$ cat src/rtl/dco_tw_dither.sv
// Sigma-delta dither of a fixed-point tuning word into a saturated WORD_W-bit word plus update strobe.
// Define DCO_MASH2_EN for the second-order MASH 1-1 modulator; first-order otherwise.
module dco_tw_dither #(
    parameter int unsigned WORD_W = 8,
    parameter int unsigned FRAC_W = 8,
    parameter int unsigned DIV_W  = 4
) (
    input  logic              clk,
    input  logic              rst,
    input  logic              tw_valid,
    input  logic [WORD_W-1:0] tw_int,
    input  logic [FRAC_W-1:0] tw_frac,
    input  logic [DIV_W-1:0]  div,
    input  logic              freeze,
    output logic [WORD_W-1:0] word,
    output logic              en,
    output logic              sat_hi,
    output logic              sat_lo
);

    localparam int unsigned SUM_W = WORD_W + 2;

    typedef enum logic {
        ST_IDLE = 1'b0,
        ST_RUN  = 1'b1
    } state_t;

    state_t             r_state;
    state_t             w_state_nxt;
    logic               w_tick;
    logic               w_run;

    logic [DIV_W-1:0]   r_cnt;
    logic [WORD_W-1:0]  r_int_h;
    logic [FRAC_W-1:0]  r_frac_h;
    logic [FRAC_W-1:0]  r_acc1;
    logic [WORD_W-1:0]  r_word;
    logic               r_en;
    logic               r_sat_hi;

    logic [FRAC_W:0]    w_sum1;
    logic               w_c1;
    logic [FRAC_W-1:0]  w_acc1_nxt;
    logic signed [SUM_W-1:0] w_s;
    logic               w_neg;
    logic               w_ovf;
    logic [WORD_W-1:0]  w_word_nxt;

`ifdef DCO_MASH2_EN
    logic [FRAC_W-1:0]  r_acc2;
    logic               r_c2_d;
    logic               r_sat_lo;
    logic [FRAC_W:0]    w_sum2;
    logic               w_c2;
    logic [FRAC_W-1:0]  w_acc2_nxt;
`endif

    always_ff @(posedge clk) begin
        if (!rst) begin
            r_state <= ST_IDLE;
        end else begin
            r_state <= w_state_nxt;
        end
    end

    // A shrinking div can leave cnt above it; >= turns that into an immediate tick.
    always_comb begin
        w_state_nxt = r_state;
        w_tick      = 1'b0;
        case (r_state)
            ST_IDLE: if (tw_valid) w_state_nxt = ST_RUN;
            ST_RUN:  w_tick = !freeze && (r_cnt >= div);
            default: w_state_nxt = ST_IDLE;
        endcase
    end

    assign w_run = (r_state == ST_RUN);

    always_comb begin
        w_sum1     = {1'b0, r_acc1} + {1'b0, r_frac_h};
        w_c1       = w_sum1[FRAC_W];
        w_acc1_nxt = w_sum1[FRAC_W-1:0];
`ifdef DCO_MASH2_EN
        w_sum2     = {1'b0, r_acc2} + {1'b0, w_acc1_nxt};
        w_c2       = w_sum2[FRAC_W];
        w_acc2_nxt = w_sum2[FRAC_W-1:0];
        w_s        = {2'b00, r_int_h}
                   + {{(SUM_W-1){1'b0}}, w_c1}
                   + {{(SUM_W-1){1'b0}}, w_c2}
                   - {{(SUM_W-1){1'b0}}, r_c2_d};
`else
        w_s        = {2'b00, r_int_h} + {{(SUM_W-1){1'b0}}, w_c1};
`endif
        w_neg = w_s[SUM_W-1];
        w_ovf = !w_neg && w_s[WORD_W];
        if (w_neg) begin
            w_word_nxt = '0;
        end else if (w_ovf) begin
            w_word_nxt = '1;
        end else begin
            w_word_nxt = w_s[WORD_W-1:0];
        end
    end

    // The tick consumes the hold registers' pre-load values when tw_valid lands on a tick edge.
    always_ff @(posedge clk) begin
        if (!rst) begin
            r_cnt    <= '0;
            r_int_h  <= '0;
            r_frac_h <= '0;
            r_acc1   <= '0;
            r_word   <= '0;
            r_en     <= 1'b0;
            r_sat_hi <= 1'b0;
`ifdef DCO_MASH2_EN
            r_acc2   <= '0;
            r_c2_d   <= 1'b0;
            r_sat_lo <= 1'b0;
`endif
        end else begin
            if (tw_valid) begin
                r_int_h  <= tw_int;
                r_frac_h <= tw_frac;
            end
            r_en     <= 1'b0;
            r_sat_hi <= 1'b0;
`ifdef DCO_MASH2_EN
            r_sat_lo <= 1'b0;
`endif
            if (w_run && !freeze) begin
                if (w_tick) begin
                    r_cnt    <= '0;
                    r_acc1   <= w_acc1_nxt;
                    r_word   <= w_word_nxt;
                    r_en     <= 1'b1;
                    r_sat_hi <= w_ovf;
`ifdef DCO_MASH2_EN
                    r_acc2   <= w_acc2_nxt;
                    r_c2_d   <= w_c2;
                    r_sat_lo <= w_neg;
`endif
                end else begin
                    r_cnt <= r_cnt + 1'b1;
                end
            end
        end
    end

    assign word   = r_word;
    assign en     = r_en;
    assign sat_hi = r_sat_hi;
`ifdef DCO_MASH2_EN
    assign sat_lo = r_sat_lo;
`else
    assign sat_lo = 1'b0;
`endif

endmodule

$ cat config.mk
export PLATFORM = sky130hd
export DESIGN_NAME = dco_tw_dither
export DESIGN_NICKNAME = d
export VERILOG_FILES = /design/src/rtl/dco_tw_dither.sv
export SDC_FILE = /design/constraint.sdc
export NUM_CORES = 1
export LEC_CHECK = 0
export BUFFER_PORTS_ARGS = -buffer_cell sky130_fd_sc_hd__buf_2
export CORE_UTILIZATION = 55
export CTS_CLUSTER_DIAMETER = 100
export DETAILED_ROUTE_END_ITERATION = 10
export PLACE_DENSITY_LB_ADDON = 0.1
export SKIP_LAST_GASP = 1
export SLEW_MARGIN = 10
export SYNTH_ARGS = -nofsm -noshare
export SYNTH_HDL_FRONTEND = slang
export SYNTH_SLANG_ARGS = --single-unit
$ cat constraint.sdc
create_clock -name clk -period 3 [get_ports clk]
set_input_delay 0.3 -clock clk [delete_from_list [all_inputs] [get_ports clk]]
set_output_delay 0.3 -clock clk [all_outputs]
set_load 0.005 [all_outputs]
* After elaboration in Yosys (flattened, before gate mapping) *
Cells that the tools add are included.

word-level totals
  logic and storage cells = 27
  output and inout bits = 11
  input bits = 24
  flip-flop bits (word level) = 39

cells by class
  reductions and logical operators = 8
  $add $sub $neg = 3
  magnitude comparators = 1
  multiplexer cells = 7

operators by type and width
  cell                                                            count
  8-bit 2-to-1 mux                                                2
  8-bit by 1-bit adder with 9-bit output                          1
  8-bit by 8-bit adder with 9-bit output                          1
  4-bit by 1-bit adder with 4-bit output (second input constant)  1
  4-bit greater-or-equal comparator                               1
  1-bit 2-to-1 mux                                                4
  4-bit 2-to-1 mux                                                1
  2-bit AND reduction                                             2
  1-bit logical AND                                               3
  3-bit AND reduction                                             1
  1-bit zero test                                                 1
  1-bit zero test (first input constant)                          1

* Depth between registers and ports, before layout *
  depth after elaboration = 5
  depth in mapped cells = 14
  mapped depth without buffers = 14

* Least setup slack after synthesis *
OpenSTA, ideal clock, no wires.

  path kind = flip-flop to flip-flop
  from = register r_frac_h[0]
  to = register r_word[0] (netlist: word[0])
  setup time = 134 ps
  path slack = 197 ps
  buffers on the path = 0
  arrival = 2670 ps
  clock period less this slack = 2803 ps
  stages on the path, launching flop included = 15
  required time = 2866 ps
  cell sequence = dfxtp_1 ha_1 fa_1 a211o_1 o211ai_1 a21oi_1 o21ai_0 nand2b_1 ha_1 ha_1 and3_1 and2_1 and4_1 nor2_1 a211oi_1

between the ends
  word-level cells in the longest chain between the ends = 5

ends and longest elaborated chain
  item                                        RTL line  RTL
  start, declared                             35        logic [FRAC_W-1:0] r_frac_h;
  start signal, assigned                      123       r_frac_h <= tw_frac;
  8-bit by 8-bit adder with 9-bit output (*)  80        w_sum1 = {1'b0, r_acc1} + {1'b0, r_frac_h};
  8-bit by 1-bit adder with 9-bit output (*)  92        w_s = {2'b00, r_int_h} + {{(SUM_W-1){1'b0}}, w_c1};
  1-bit logical AND                           95        w_ovf = !w_neg && w_s[WORD_W];
  8-bit 2-to-1 mux (*)                        98        end else if (w_ovf) begin
  8-bit 2-to-1 mux (*)                        96        if (w_neg) begin
  end signal, assigned                        134       r_word <= w_word_nxt;
  end, declared                               37        logic [WORD_W-1:0] r_word;

Mark *: on every way between the ends. The rest lies on a longest branch, timed or not.
A chain may end at the register's enable or synchronous reset.

* Worst setup path in the final report *
Ends and elaborated chain as after synthesis.

==> out/qor.csv <==
metric,value,unit
CTS Buf Count,5,
Die Y-Extent,62.2,µm
post-route ant nets,0,
share of power burned in registers,60.3,%
CTS Sinks,39,
Slowest cell on crit path,fa_2,
Setup crit start kind,register,
multi-input logic area,1140,µm²
Core Area,3420,µm²
outcome,completed,
Rows,21,
Hold Path Sink,r_int_h[7],
FF-to-FF setup slack,0.21,ns
die width,62.2,µm
Final Max Tran Viols,0,
Synth Instances,213,
xor/xnor share of the synthesized area,3.51,%
Critical R2R Capture,word[0],
Crit path largest cell delay,0.34,ns
fmax,358,MHz
pwr/cell area,407,nW/µm²
"commonest non-fill, non-tap cells in the layout","39 x dfxtp_1, 36 x nor2_1, 33 x buf_2, 20 x mux2i_1, 14 x ha_1",
HP Start,tw_int[7],
CP top delay family,adder cells,
final worst-path cycle share,93.0,%
setup TNS,0,ns
H-tree depth,2,
initial antenna violation count,0,
Synth warnings,0,
Yosys reg bits,39,
Critical Path Fanout Max,4,
Synth cell types,44,
DR WL/cell,12.6,µm
maximum vdd drop,0.314,mV
Mapped Avg Cell Area,9.37,µm²
"Critical Path, Cell by Cell","ha_2, fa_2, a211o_1, o211ai_1, a21oi_1, o21ai_1, nand2b_1, ha_1, ha_1, and3_1, and2_4, and4_1, nor2_1, a211oi_1",
area share of fa/ha/maj cells after synthesis,10.4,%
CTS tree,built,
Total GRT Usage,20.2,%
total power,913,µW
cell area after synthesis,2000,µm²
main flop type after synthesis,dfxtp_1,
most frequent CP cell,ha_1,
"EDFF count, synth",0,
largest family of logic cells by synthesized area,simple AND/OR/NAND/NOR gates,
Clk pwr share,28.7,%
critical path buffer and inverter count,0,
CP endpoint kind,register,
Port Buf Inserts,33,
placed cell areas,2180,µm²
placer congestion estimate,0.779,
Slew headroom,35.0,%
Cell Int Power,675,µW
Die ar.,3870,µm²
switch share,26.1,%
Final Hold Viols,0,
clock buffer depth,2,
Detailed Place HPWL,2730,µm
# setup viols final,0,
Syn Nets,253,
hold path depth,3,
I/O pins,35,
fill cell count,309,
vias in the first global route,1453,
Area Growth Syn to Fin,12.5,%
insertion delay to the later sink of the worst-skew pair,0.34,ns
Compound-Gate Fraction of Synth Area,15.3,%
switching pwr,238,µW
first-pass GRT wire length,6180,µm
layout cell share with drive strength beyond 1,22.2,%
final WL,3690,µm
starting density of the core,58.4,%
Worst-Margin Slew,0.974,ns
"Worst Path Class, Setup",reg -> reg,
pin count of the biggest net entering global routing,33,
maxcap violations,0,
Clock transition at path regs,0.12,ns
crit path DAT,2.99,ns
drt drc,0,
"Min Clock Period, post-route",2.79,ns
post-synthesis mux area share,10.0,%
worst reg-to-reg path cell count,14,
post-layout net count,287,
aggregate global routing overflow,0,
CTS root buf,clkbuf_4,
asr flop ratio synth,0,%
Final Cell Area,2240,µm²
Register Area,781,µm²
Yosys top cell area share,39.1,%
Worst Path Required,3.20,ns
n_diodes,0,
Hold Buf Count CTS,0,
combinational share of power,11.1,%
"area leader, netlist",dfxtp_1,
FF-to-FF Start,r_frac_h[0],
post-synthesis sequential area ratio,39.1,%
Pre-antenna DRT Iters,4,
"commonest non-fill, non-tap cell in the layout",dfxtp_1,
starting DRC count in detailed routing,58,
Final Skew,0.0125,ns
Hold Crit Class,in -> reg,
Vias,1585,
simple-gate share of the synthesized area,17.4,%
Synth area leaders,"dfxtp_1 39%, mux2i_1 10%, ha_1 9.4%",
RSZ-0062 raised after global routing,false,
leak pwr,0.00104,µW
Via density,5.39,
[stage by stage]
stage          utilization, %  setup slack (ns)  hold slack, ns  std cells
2_1_floorplan               -             0.197           0.447        213
6_report                 65.7             0.209           0.187        294
3_3_place_gp             63.9             0.104           0.464        286
3_5_place_dp             63.9            0.0808           0.473        286
4_1_cts                  65.5            0.0630           0.169        294
5_1_grt                  65.7            0.0151           0.178        294
[Yosys cell counts (all sizes together), types with 5 or more instances]
master,count
clkbuf,5
inv,6
o21ai,11
nand3,8
a21oi,12
nand2,7
xnor2,6
nor2,36
dfxtp,39
mux2i,20
ha,15
[state kept, by name, summed over array words and instances, names as in the netlist]
register	flops
r_acc1	8
sat_hi	1
r_state	1
en	1
r_frac_h	8
word	8
r_cnt	4
r_int_h	8
[routing by layer]
layer  vias up  GRT usage (%)  wire length [µm]
met1       723           25.0              1760
li1        825              -                 -
met4         0           6.10                44
met5         -              0                 0
met2        32           34.1              1740
met3         5           5.51               143
[cell type report]
cell class	count	area share, %
tap	46	2.56
sequential	39	34.8
multi-input combinational	159	50.9
clock inverter	2	0.557
inverter	6	1.00
timing repair buffer	36	8.36
clock buffer	6	1.84
[worst max path at each step]
| stage | start | to | slack (ns) | cells after the start |
|---|---|---|---|---|
| 2_1_floorplan | r_frac_h[0] | word[0] | 0.20 | 14 |
| 3_5_place_dp | r_frac_h[0] | word[1] | 0.08 | 14 |
| 6_report | r_frac_h[0] | word[0] | 0.21 | 14 |
| 3_3_place_gp | r_frac_h[0] | word[1] | 0.10 | 14 |
| 5_1_grt | r_frac_h[0] | word[0] | 0.02 | 14 |
| 4_1_cts | r_frac_h[0] | word[1] | 0.06 | 14 |
[cells by family after synthesis]
group | count (synthesis)
AOI/OAI and AO/OA | 44
buffers and inverters | 15
muxes | 20
xor gates and xnor gates | 8
other | 1
and+or+nand+nor | 70
adders and majority gates | 16
DFF | 39
[what timing repair did]
item / CTS / global route
endpoints found under the setup margin: 0 / 3
resized for setup: 0 / 4
buffers inserted: 0 / 0
[worst register-to-register path: cells and delay by family (launching register included)]
kind,cells,cell delay [ns]
AOI/OAI and AO/OA,5,0.65
and+or+nand+nor,5,0.75
adders and majority gates,4,0.92
DFF,1,0.33
[power groups by stage]
stage | Combinational (µW) | Sequential (µW) | Clock, µW
after global placement | 99.4 | 561 | 0
after floorplan | 75.9 | 558 | 0
final | 101 | 550 | 262
after detailed placement | 102 | 562 | 0
after global routing | 114 | 553 | 294
after CTS | 103 | 550 | 273
(Power assumes the default switching activity.)
